[src/rtl/apb_timer_pkg.sv]
// Shared register offsets, CTRL bit positions and the CTRL register layout
// for the APB timer slave.
package apb_timer_pkg;

    localparam logic [1:0] CTRL_OFF   = 2'd0;
    localparam logic [1:0] LOAD_OFF   = 2'd1;
    localparam logic [1:0] COUNT_OFF  = 2'd2;
    localparam logic [1:0] STATUS_OFF = 2'd3;

    localparam int EN_BIT          = 0;
    localparam int AUTO_RELOAD_BIT = 1;
    localparam int IRQ_EN_BIT      = 2;
    localparam int PRESCALE_LSB    = 8;
    localparam int PEND_BIT        = 0;

    typedef struct packed {
        logic [7:0] prescale;
        logic       irq_en;
        logic       auto_reload;
        logic       en;
    } ctrl_t;

endpackage

[src/rtl/apb_timer_core.sv]
// Prescaler, down-counter with expiry detect, LOAD register and the
// sticky pending flag of the APB timer.
module apb_timer_core #(
    parameter int CNT_WIDTH = 32
) (
    input  logic                 HCLK,
    input  logic                 HRESETn,
    input  logic                 en,
    input  logic                 auto_reload,
    input  logic [7:0]           prescale,
    input  logic                 ctrl_wr,
    input  logic                 load_wr,
    input  logic [CNT_WIDTH-1:0] load_val,
    input  logic                 pend_clr,
    output logic [CNT_WIDTH-1:0] load,
    output logic [CNT_WIDTH-1:0] count,
    output logic                 expire,
    output logic                 pend
);

    logic [7:0] psc_cnt;
    logic       tick;

    assign tick   = en && (psc_cnt == prescale);
    assign expire = tick && (count == '0);

    always_ff @(posedge HCLK or negedge HRESETn) begin
        if (!HRESETn) begin
            psc_cnt <= 8'd0;
        end else if (ctrl_wr || !en || tick) begin
            psc_cnt <= 8'd0;
        end else begin
            psc_cnt <= psc_cnt + 8'd1;
        end
    end

    // A LOAD write takes priority over any decrement or reload on the same edge.
    always_ff @(posedge HCLK or negedge HRESETn) begin
        if (!HRESETn) begin
            load  <= '0;
            count <= '0;
        end else if (load_wr) begin
            load  <= load_val;
            count <= load_val;
        end else if (tick) begin
            if (count != '0) begin
                count <= count - CNT_WIDTH'(1);
            end else if (auto_reload) begin
                count <= load;
            end
        end
    end

    // Expiry beats a simultaneous write-1-to-clear.
    always_ff @(posedge HCLK or negedge HRESETn) begin
        if (!HRESETn) begin
            pend <= 1'b0;
        end else if (expire) begin
            pend <= 1'b1;
        end else if (pend_clr) begin
            pend <= 1'b0;
        end
    end

endmodule

[src/rtl/apb_timer_slave.sv]
// Zero-wait-state APB slave: register decode, CTRL register, registered
// PRDATA and the level interrupt around the timer core.
module apb_timer_slave
    import apb_timer_pkg::*;
#(
    parameter int ADDR_WIDTH  = 32,
    parameter int DATA_WIDTH  = 32,
    parameter int CNT_WIDTH   = 32,
    parameter int PRESC_WIDTH = 8
) (
    input  logic                  HCLK,
    input  logic                  HRESETn,
    input  logic                  PSEL,
    input  logic                  PENABLE,
    input  logic [ADDR_WIDTH-1:0] PADDR,
    input  logic                  PWRITE,
    input  logic [DATA_WIDTH-1:0] PWDATA,
    output logic [DATA_WIDTH-1:0] PRDATA,
    output logic                  IRQ
);

    ctrl_t                 ctrl;
    logic [1:0]            reg_sel;
    logic                  wr_commit;
    logic                  rd_setup;
    logic                  ctrl_wr;
    logic                  load_wr;
    logic                  pend_clr;
    logic [CNT_WIDTH-1:0]  load;
    logic [CNT_WIDTH-1:0]  count;
    logic                  expire;
    logic                  pend;
    logic [DATA_WIDTH-1:0] rdata;
    logic                  unused_bits;

    assign reg_sel   = PADDR[3:2];
    assign wr_commit = PSEL && PENABLE && PWRITE;
    assign rd_setup  = PSEL && !PENABLE && !PWRITE;
    assign ctrl_wr   = wr_commit && (reg_sel == CTRL_OFF);
    assign load_wr   = wr_commit && (reg_sel == LOAD_OFF);
    assign pend_clr  = wr_commit && (reg_sel == STATUS_OFF) && PWDATA[PEND_BIT];
    assign unused_bits = ^{PADDR, PWDATA};

    apb_timer_core #(
        .CNT_WIDTH (CNT_WIDTH)
    ) u_core (
        .HCLK        (HCLK),
        .HRESETn     (HRESETn),
        .en          (ctrl.en),
        .auto_reload (ctrl.auto_reload),
        .prescale    (ctrl.prescale),
        .ctrl_wr     (ctrl_wr),
        .load_wr     (load_wr),
        .load_val    (PWDATA[CNT_WIDTH-1:0]),
        .pend_clr    (pend_clr),
        .load        (load),
        .count       (count),
        .expire      (expire),
        .pend        (pend)
    );

    // One-shot stop clears EN unless the bus writes CTRL on the same edge.
    always_ff @(posedge HCLK or negedge HRESETn) begin
        if (!HRESETn) begin
            ctrl <= '0;
        end else if (ctrl_wr) begin
            ctrl.en          <= PWDATA[EN_BIT];
            ctrl.auto_reload <= PWDATA[AUTO_RELOAD_BIT];
            ctrl.irq_en      <= PWDATA[IRQ_EN_BIT];
            ctrl.prescale    <= 8'(PWDATA[PRESCALE_LSB +: PRESC_WIDTH]);
        end else if (expire && !ctrl.auto_reload) begin
            ctrl.en <= 1'b0;
        end
    end

    always_comb begin
        rdata = '0;
        case (reg_sel)
            CTRL_OFF: begin
                rdata[EN_BIT]              = ctrl.en;
                rdata[AUTO_RELOAD_BIT]     = ctrl.auto_reload;
                rdata[IRQ_EN_BIT]          = ctrl.irq_en;
                rdata[PRESCALE_LSB +: 8]   = ctrl.prescale;
            end
            LOAD_OFF:   rdata[CNT_WIDTH-1:0] = load;
            COUNT_OFF:  rdata[CNT_WIDTH-1:0] = count;
            STATUS_OFF: rdata[PEND_BIT]      = pend;
            default:    rdata = '0;
        endcase
    end

    always_ff @(posedge HCLK or negedge HRESETn) begin
        if (!HRESETn) begin
            PRDATA <= '0;
        end else if (rd_setup) begin
            PRDATA <= rdata;
        end
    end

    assign IRQ = pend && ctrl.irq_en;

endmodule

[config.mk]
export PLATFORM = sky130hd
export DESIGN_NAME = apb_timer_slave
export DESIGN_NICKNAME = d
export VERILOG_FILES = /design/src/rtl/apb_timer_pkg.sv /design/src/rtl/apb_timer_core.sv /design/src/rtl/apb_timer_slave.sv
export SDC_FILE = /design/constraint.sdc
export NUM_CORES = 1
export LEC_CHECK = 0
export BUFFER_PORTS_ARGS = -buffer_cell sky130_fd_sc_hd__buf_2
export CAP_MARGIN = 30
export CELL_PAD_IN_SITES_DETAIL_PLACEMENT = 0
export CELL_PAD_IN_SITES_GLOBAL_PLACEMENT = 2
export CORE_UTILIZATION = 30
export CTS_BUF_LIST = sky130_fd_sc_hd__clkbuf_16
export DETAILED_ROUTE_END_ITERATION = 6
export GPL_ROUTABILITY_DRIVEN = 0
export HOLD_SLACK_MARGIN = 0.06
export PLACE_DENSITY = 0.71
export SLEW_MARGIN = 0
export SYNTH_ARGS = -nofsm -noshare
export SYNTH_HDL_FRONTEND = slang
export SYNTH_SLANG_ARGS = --single-unit
[constraint.sdc]
create_clock -name HCLK -period 2.7 [get_ports HCLK]
set_input_delay 0.54 -clock HCLK [delete_from_list [all_inputs] [get_ports HCLK]]
set_output_delay 0.54 -clock HCLK [all_outputs]
set_load 0.1 [all_outputs]
## Word level (Yosys, flattened, before mapping)

Index checks and enable logic that the tools add are counted.

- Add/sub/neg operators: 2
- Eq/ne operators: 4
- Mux-type cells: 14
- Reductions and logical operators: 26

Operators by type and width:

| cell | number |
|---|---|
| $mux W32 | 4 |
| $logic_not A32 Y1 | 1 |
| $pmux W16 S2 | 1 |
| $reduce_bool A32 Y1 | 1 |
| $sub A32 B1 Y32 const B | 1 |
| $pmux W8 S3 | 1 |
| $logic_and A1 B1 Y1 | 12 |
| $pmux W5 S2 | 1 |
| $add A8 B1 Y8 const B | 1 |
| $eq A8 B8 Y1 | 1 |
| $mux W8 | 1 |
| $pmux W2 S3 | 1 |
| $reduce_bool A2 Y1 | 3 |
| $eq A2 B2 Y1 const B | 2 |
| $logic_not A1 Y1 | 4 |
| $mux W1 | 4 |
| $pmux W1 S4 | 1 |
| $reduce_bool A3 Y1 | 1 |
| $eq A2 B1 Y1 const B | 1 |
| $logic_not A2 Y1 | 1 |
| $logic_or A1 B1 Y1 | 2 |
| $reduce_and A2 Y1 | 1 |

- Register bits: 116
- Input port bits: 69
- Output and inout bits: 33
- Logic and storage cells: 55

## Logic depth before layout (Yosys ltp)

Gate-level depths: netlist (run 1).

- Word-level depth: 6
- Gate-level depth with buffers: 11
- Depth with buffers taken out: 8

## Modules after synthesis

A second synthesis (run 1) with hierarchy kept.

- Cell total of the unflattened synthesis: 659
- Area, all modules: 6357.3 sq um

By module, submodules not included:

| module | area an instance (sq um) | cells an instance | times used | seq. area each (sq um) |
|---|---|---|---|---|
| apb_timer_core | 4302.9 | 470 | 1 | 1826.8 |
| apb_timer_slave | 2054.5 | 189 | 1 | 1076.0 |

## Worst setup path before layout (run 1)

Ideal clock, no wire load.

- Path kind: reg2reg
- From: register u_core.count[5]
- To: register u_core.count[18]
- Path slack: -197 ps
- Required time: 2579 ps
- Arrival time: 2776 ps
- Stages on the path, launching flop included: 10
- Setup time: 121 ps
- Clock period less this slack: 2897 ps
- Buffers on the path: 4
- Path through: dfrtp_1 > buf_6 > or4_4 > buf_6 > or4_4 > buf_6 > or4_4 > a21o_1 > buf_2 > a22o_1

- Cells in the longest elaborated chain, start to end: 4
- Elaborated cells between the ends (all ways): 7
- Those cells by class: add/sub: 1; mux: 3; reduce/logical: 3

Ends and longest elaborated chain:

| what | RTL line | RTL |
|---|---|---|
| start, declared | apb_timer_core.sv:16 | `output logic [CNT_WIDTH-1:0] count,` |
| start signal, assigned | apb_timer_core.sv:44 | `count <= load_val;` |
| start signal, assigned | apb_timer_core.sv:47 | `count <= count - CNT_WIDTH'(1);` |
| start signal, assigned | apb_timer_core.sv:49 | `count <= load;` |
| $sub A32 B1 Y32 / $reduce_bool A32 Y1 (equally long branches) | apb_timer_core.sv:47, apb_timer_core.sv:46 |  |
| $mux W32 | apb_timer_core.sv:46 | `if (count != '0) begin` |
| $mux W32 | apb_timer_core.sv:45 | `end else if (tick) begin` |
| $mux W32 | apb_timer_core.sv:42 | `end else if (load_wr) begin` |

Parallel ways exist; a longest one is shown, timed or not. The select of a mux whose other input is x is not followed.
A chain may end at the register's enable or synchronous reset.

## Final worst setup path (run 1)

- From: register u_core.count[4]
- To: register u_core.count[13]

The elaborated chain is that of the path after synthesis.

==> results.toml, run 1 <==
[outcome]
status = "finished, violations left"
violations = "setup timing"

[timing]
setup_ws_ns = -0.0410
slew_violations = 0
hold_viol_final = 0
skew_ns = 0.0101
period_needed_ns = 2.74
max_freq_mhz = 365
rsz0062_at_grt = "true"
slew_headroom = 0.463
worst_pin_slew_ns = 0.805
period_share = 1.02
setup_violations = 15

[yosys]
avgSynthCellArea_um2 = 9.04
synth_commonest_cells = "130 x nand2_1, 116 x dfrtp_1, 69 x nor2_1"
synth_nets = 753
synth.most_common_cell = "nand2_1"
yosysWarnings = 0
synth_top_area_cell = "dfrtp_1"
synth_area_um2 = 6100
synth_edf_count = 0
yosysUniqueCellTypes = 53
synthCells = 675
ys_seq_area_frac = 0.476
synth_flop_cell = "dfrtp_1"
synth.top_cell.area_share = 0.476
netlist_top_cells_area = "dfrtp_1 48%, nand2_1 8.0%, nor2_1 4.2%, a22o_1 3.3%, o21ai_0 3.0%"
ys_ff_latch = 116
synthArstFlopShare = 1.00

[place]
dp_slack_ns = -0.249
placedCellCount = 1035
dp_hpwl_um = 13900
port_buffers = 71

[worst_setup_path]
critical_path_class = "flop to flop"
crit_arrival_ns = 3.05
slowest_delay_ns = 0.59
critPathSlowestCell = "or4_4"
startpoint_type = "flop"
critPathMaxFanout = 8
crit_top_cell = "or4_4"
crit_family = "simple AND/OR/NAND/NOR gates"
worst-path-buf-inv = 1
crit_path_end_kind = "flop"
required_ns = 3.00
cp_cell_sequence = "or4_4 > or4_4 > or4_4 > a21oi_4 > buf_12 > nor2_4 > a22o_1"

[power_and_ir_drop]
intPower_mw = 4.54
fin_total_pwr_mw = 7.20
p_seq_frac = 0.351
p_clk_frac = 0.307
peakVddDrop_uv = 432
p_sw_mw = 2.66
swShare = 0.369
leakage_nw = 3.67
power_density_nw_per_um2 = 904
p_comb_frac = 0.342

[route]
drt_first_pass_iters = 7
vias = 5654
drt-wirelength-per-cell_um = 18.0
via_per_inst = 5.28
drt_iter0_markers = 337
ant_nets = 0
drc = 0
drt_wl_total_um = 19200

[clock_network]
htreeDepth = 4
clk_path_buf_depth = 2
holdBufCountCts = 0
clkTransAtPathRegs_ns = 0.05
clkLatencyLatePin_ns = 0.42
cts_made_buffers = 17
cts_root_buffer = "clkbuf_16"
cts_sinks = 116
cts_tree = "done"

[finish]
area_growth_pct = 30.4
n_fill_cell = 1982
final_core_util = 0.404
drive_above_1_share = 0.275
layout.nets = 871
final_cells = 1070
diodes = 0

[grt]
grt_pass1_vias = 5594
antenna_found_initial = 0
grt_pass1_wl_um = 31100
grt_max_degree = 49
grt_overflow = 0
grt_use_total = 0.198

[floorplan]
die_height_um = 145
core_um2 = 19700
initial_core_util = 0.310
boundaryPins = 102
rows = 51
dieWidth_um = 145
dieArea_um2 = 20900

[min_path]
hp-class = "input pin to asynchronous set/reset pin"

[run]
cap_violations = 0
layer usage:
layer	vias up	GRT usage	part of all wire
li1	2682	-	-
met1	2825	0.271	0.48
met2	136	0.318	0.47
met3	11	0.0378	0.039
met4	0	0.0504	0.0092
met5	-	0	0
layout make-up:
class | instances | area, um^2 | area share
clock inverters | 14 | 146 | 0.0184
flip-flops and latches | 116 | 2900 | 0.365
repair buffers | 152 | 1090 | 0.136
multi-input cells | 497 | 3040 | 0.381
clock buffers | 17 | 425 | 0.0534
inverters | 9 | 33.8 | 0.00424
well taps | 265 | 332 | 0.0416
power groups by stage:
stage	combinational, mW	sequential, mW	clock [mW]
after floorplan	1.18	2.93	0
after global placement	2.35	2.54	0
after detailed placement	2.38	2.55	0
after CTS	2.43	2.53	2.27
after global routing	2.68	2.59	2.35
final	2.46	2.53	2.21
worst paths after layout:
path / from / end / slack, ns / cells after the start
hold reg to reg: PRDATA[10] / PRDATA[10] / 0.47 / 2
hold / removal: HRESETn / PRDATA[2] / 0.15 / 1
setup / recovery: u_core.count[4] / u_core.count[13] / -0.04 / 7
min in group HCLK: PWDATA[4] / u_core.load[4] / 0.34 / 3
setup reg to reg: u_core.count[4] / u_core.count[13] / -0.04 / 7
max in group asynchronous: HRESETn / u_core.load[30] / 1.86 / 2
flip-flops by register name, summed over array words and instances, names as in the netlist:
name	cells
PRDATA	32
u_core.count	32
u_core.load	32
ctrl	11
u_core.psc_cnt	8
u_core.pend	1
repair_timing:
item                       4_1_cts  5_1_grt
pin swaps                        5        8
resized for setup               14       23
buffers inserted                 1        3
setup endpoints to repair       33       32
hold endpoints to repair         0        0
cloned                           0        0
cell families (layout without fill, tap and decap cells):
kind of cell	count (synthesis)	count (layout)	synth area share
adders and majority gates	9	9	0.0184
buffers and inverters	62	192	0.0453
muxes	10	10	0.0184
DFF	116	116	0.476
AOI/OAI and AO/OA	172	172	0.201
and+or+nand+nor	283	283	0.209
xor gates and xnor gates	23	23	0.0330
stage by stage:
step / TNS, ns / hold WS, ns / cell area [um^2]
finish: -0.351 / 0.155 / 7960
global route: -1.91 / 0.190 / 7960
CTS: -0.181 / 0.168 / 7850
detailed placement: -4.59 / 0.466 / 7210
global placement: -3.92 / 0.462 / 7210
floorplan: -2.99 / 0.244 / 6130
cell usage in the layout, fill, tap and decap left out, types with 11 or more instances in the layout:
cell type,Yosys,final
a21oi_1,17,15
a222oi_1,11,11
a22o_1,23,23
a22oi_1,21,21
a31oi_1,15,15
buf_2,5,70
buf_4,0,67
clkbuf_16,0,17
dfrtp_1,116,116
nand2_1,130,127
nand3_1,24,22
nor2_1,69,66
nor4_1,12,11
o211ai_1,14,14
o21ai_0,37,34
xnor2_1,16,16
Power figures use the tool's default switching activity.
==> run 2, diff against run 1 <==
Settings changed: PLACE_DENSITY 0.71 to 0.69, SYNTH_HIERARCHICAL set to 1.
==> results.toml, run 2 <==
[timing]
period_share = 0.982
max_freq_mhz = 377
worst_pin_slew_ns = 0.799
hold_viol_final = 0
slew_violations = 0
setup_violations = 0
slew_headroom = 0.467
period_needed_ns = 2.65
skew_ns = 0.00877

[finish]
area_growth_pct = 24.9
diodes = 0
drive_above_1_share = 0.265
largestRegisters = "PRDATA x32, u_core/count x32, u_core/load x32"
layout.nets = 834
most-common-layout-cells = "116 x dfrtp_1, 70 x nand2_1, 70 x buf_2, 49 x buf_4, 48 x nor2_1"
final_cells = 1040
final_common_cell = "dfrtp_1"
n_fill_cell = 2100

[power_and_ir_drop]
fin_total_pwr_mw = 7.18
power_density_nw_per_um2 = 904
peakVddDrop_uv = 424
leakage_nw = 3.51

[yosys]
synth_flop_cell = "dfrtp_1"
avgSynthCellArea_um2 = 9.65
synth_area_um2 = 6360
synth_edf_count = 0
synthArstFlopShare = 1.00
synth_nets = 736
yosysUniqueCellTypes = 70
synth.top_cell.area_share = 0.457
ys_seq_area_frac = 0.457
synth_commonest_cells = "116 x dfrtp_1, 70 x nand2_1, 48 x nor2_1"
yosysWarnings = 6
ys_ff_latch = 116
synthCells = 659
synth_top_area_cell = "dfrtp_1"
synth.most_common_cell = "dfrtp_1"
netlist_top_cells_area = "dfrtp_1 46%, mux2_2 4.8%, nand2_1 4.1%, o21ai_0 3.5%, a22oi_1 3.4%"

[outcome]
status = "finished, final reports clean"

[floorplan]
core_um2 = 20500
dieWidth_um = 148
die_height_um = 148
boundaryPins = 102
dieArea_um2 = 21800
rows = 52
initial_core_util = 0.310

[grt]
grt_overflow = 0
grt_use_total = 0.190
grt_pass1_vias = 5683
grt_pass1_wl_um = 32000
grt_max_degree = 53
antenna_found_initial = 0

[clock_network]
clkTransAtPathRegs_ns = 0.06
cts_sinks = 116
cts_tree = "done"
htreeDepth = 4
cts_made_buffers = 17
cts_root_buffer = "clkbuf_16"
clk_path_buf_depth = 2
clkLatencyLatePin_ns = 0.42

[worst_setup_path]
crit_path_end_kind = "flop"
crit_arrival_ns = 2.95
worst_r2r_endpoint = "u_core/count[15]"
cp_cell_sequence = "inv_1 > ha_2 > or3b_4 > or4_4 > nor3_4 > buf_4 > clkbuf_16 > nor4_1 > a21oi_1 > o211ai_1"
required_ns = 3.00
critPathSlowestCell = "or4_4"
slowest_delay_ns = 0.56
r2r_start = "u_core/count[1]"
critPathMaxFanout = 10
startpoint_type = "flop"
reg2reg_depth = 10
rrSetupSlack_ns = 0.05
critical_path_class = "flop to flop"

[place]
port_buffers = 71
dp_hpwl_um = 13900
placedCellCount = 1001

[route]
drt_iter0_markers = 432
vias = 5554
via_per_inst = 5.34
drt_first_pass_iters = 5
drt_wl_total_um = 19900
drc = 0
drt-wirelength-per-cell_um = 19.1
ant_nets = 0

[min_path]
holdPathStages = 3
whs_endpoint = "u_core/count[3]"
worstHoldStart = "PWDATA[3]"
hp-class = "input pin to flop"

[run]
cap_violations = 0
[run 2: changes by cell type after synthesis, sizes merged, moves of 6 or more]
cell and change:
a21oi +6, a22oi +8, o21ai +15, inv +23, nand2 -59, nor2 -21
or4 -6, o211ai -10, a31oi -14, mux2 +17, mux2i +11, nand3 -11
[run 2: area by class of cell]
class                      count  area [um^2]  share of cell area
multi-input combinational    462         3120               0.393
sequential                   116         2900               0.366
timing repair buffer         127          870               0.110
clock buffer                  17          425              0.0536
tap                          270          338              0.0426
clock inverter                15          158              0.0199
inverter                      33          124              0.0156
[run 2: logic make-up after synthesis]
logic type / after synthesis / share of synthesized area
mux: 38 / 0.0651
flops: 116 / 0.457
xor+xnor: 25 / 0.0344
simple gates: 203 / 0.164
buf+inv: 81 / 0.0547
compound gates: 188 / 0.210
fa+ha+maj: 8 / 0.0157
[run 2: worst max path at each step]
stage                         start                to  slack (ns)  depth (start not counted)
finish              u_core/count[1]  u_core/count[15]        0.05                         10
global route        u_core/count[1]  u_core/count[15]       -0.02                         10
CTS                 u_core/count[0]  u_core/count[12]        0.07                          9
detailed placement  u_core/count[0]  u_core/count[12]        0.08                          9
global placement    u_core/count[0]  u_core/count[12]        0.11                          9
floorplan                  PADDR[3]   u_core/load[12]        0.05                          9
[run 2: worst max-delay path: cells and delay by family (launching register included)]
| kind | cells | cell delay, ns |
|---|---|---|
| buffers and inverters | 3 | 0.41 |
| DFF | 1 | 0.38 |
| AOI/OAI and AO/OA | 2 | 0.21 |
| adders and majority gates | 1 | 0.18 |
| and+or+nand+nor | 4 | 1.36 |
[run 2: what timing repair did]
| item | CTS | global route |
|---|---|---|
| hold buffers | 1 | 0 |
| gates resized for setup | 0 | 6 |
| buffers inserted | 0 | 4 |
| endpoints found under the setup margin | 0 | 5 |
| endpoints found under the hold margin | 12 | 0 |
[run 2: power breakdown]
part	total [mW]	internal, mW	switching [mW]
Combinational	2.37	0.889	1.48
Sequential	2.56	2.13	0.429
Clock	2.24	1.36	0.878
Total	7.18	4.38	2.79
[run 2: through the flow]
stage | setup WS (ns) | instance area (um^2) | utilization | setup TNS, ns | hold WS (ns)
after floorplan | 0.0488 | 6360 | - | 0 | 0.244
after global placement | 0.109 | 7250 | 0.354 | 0 | 0.469
after detailed placement | 0.0774 | 7250 | 0.354 | 0 | 0.475
after CTS | 0.0739 | 7840 | 0.383 | 0 | 0.324
after global routing | -0.0167 | 7940 | 0.387 | -0.0438 | 0.346
final | 0.0485 | 7940 | 0.387 | 0 | 0.341
[run 2: per-layer routing]
metal / vias up / part of all wire / GRT usage
li1: 2610 / - / -
met2: 144 / 0.47 / 0.308
met5: - / 0 / 0
met4: 0 / 0.013 / 0.0515
met3: 22 / 0.047 / 0.0352
met1: 2778 / 0.47 / 0.260
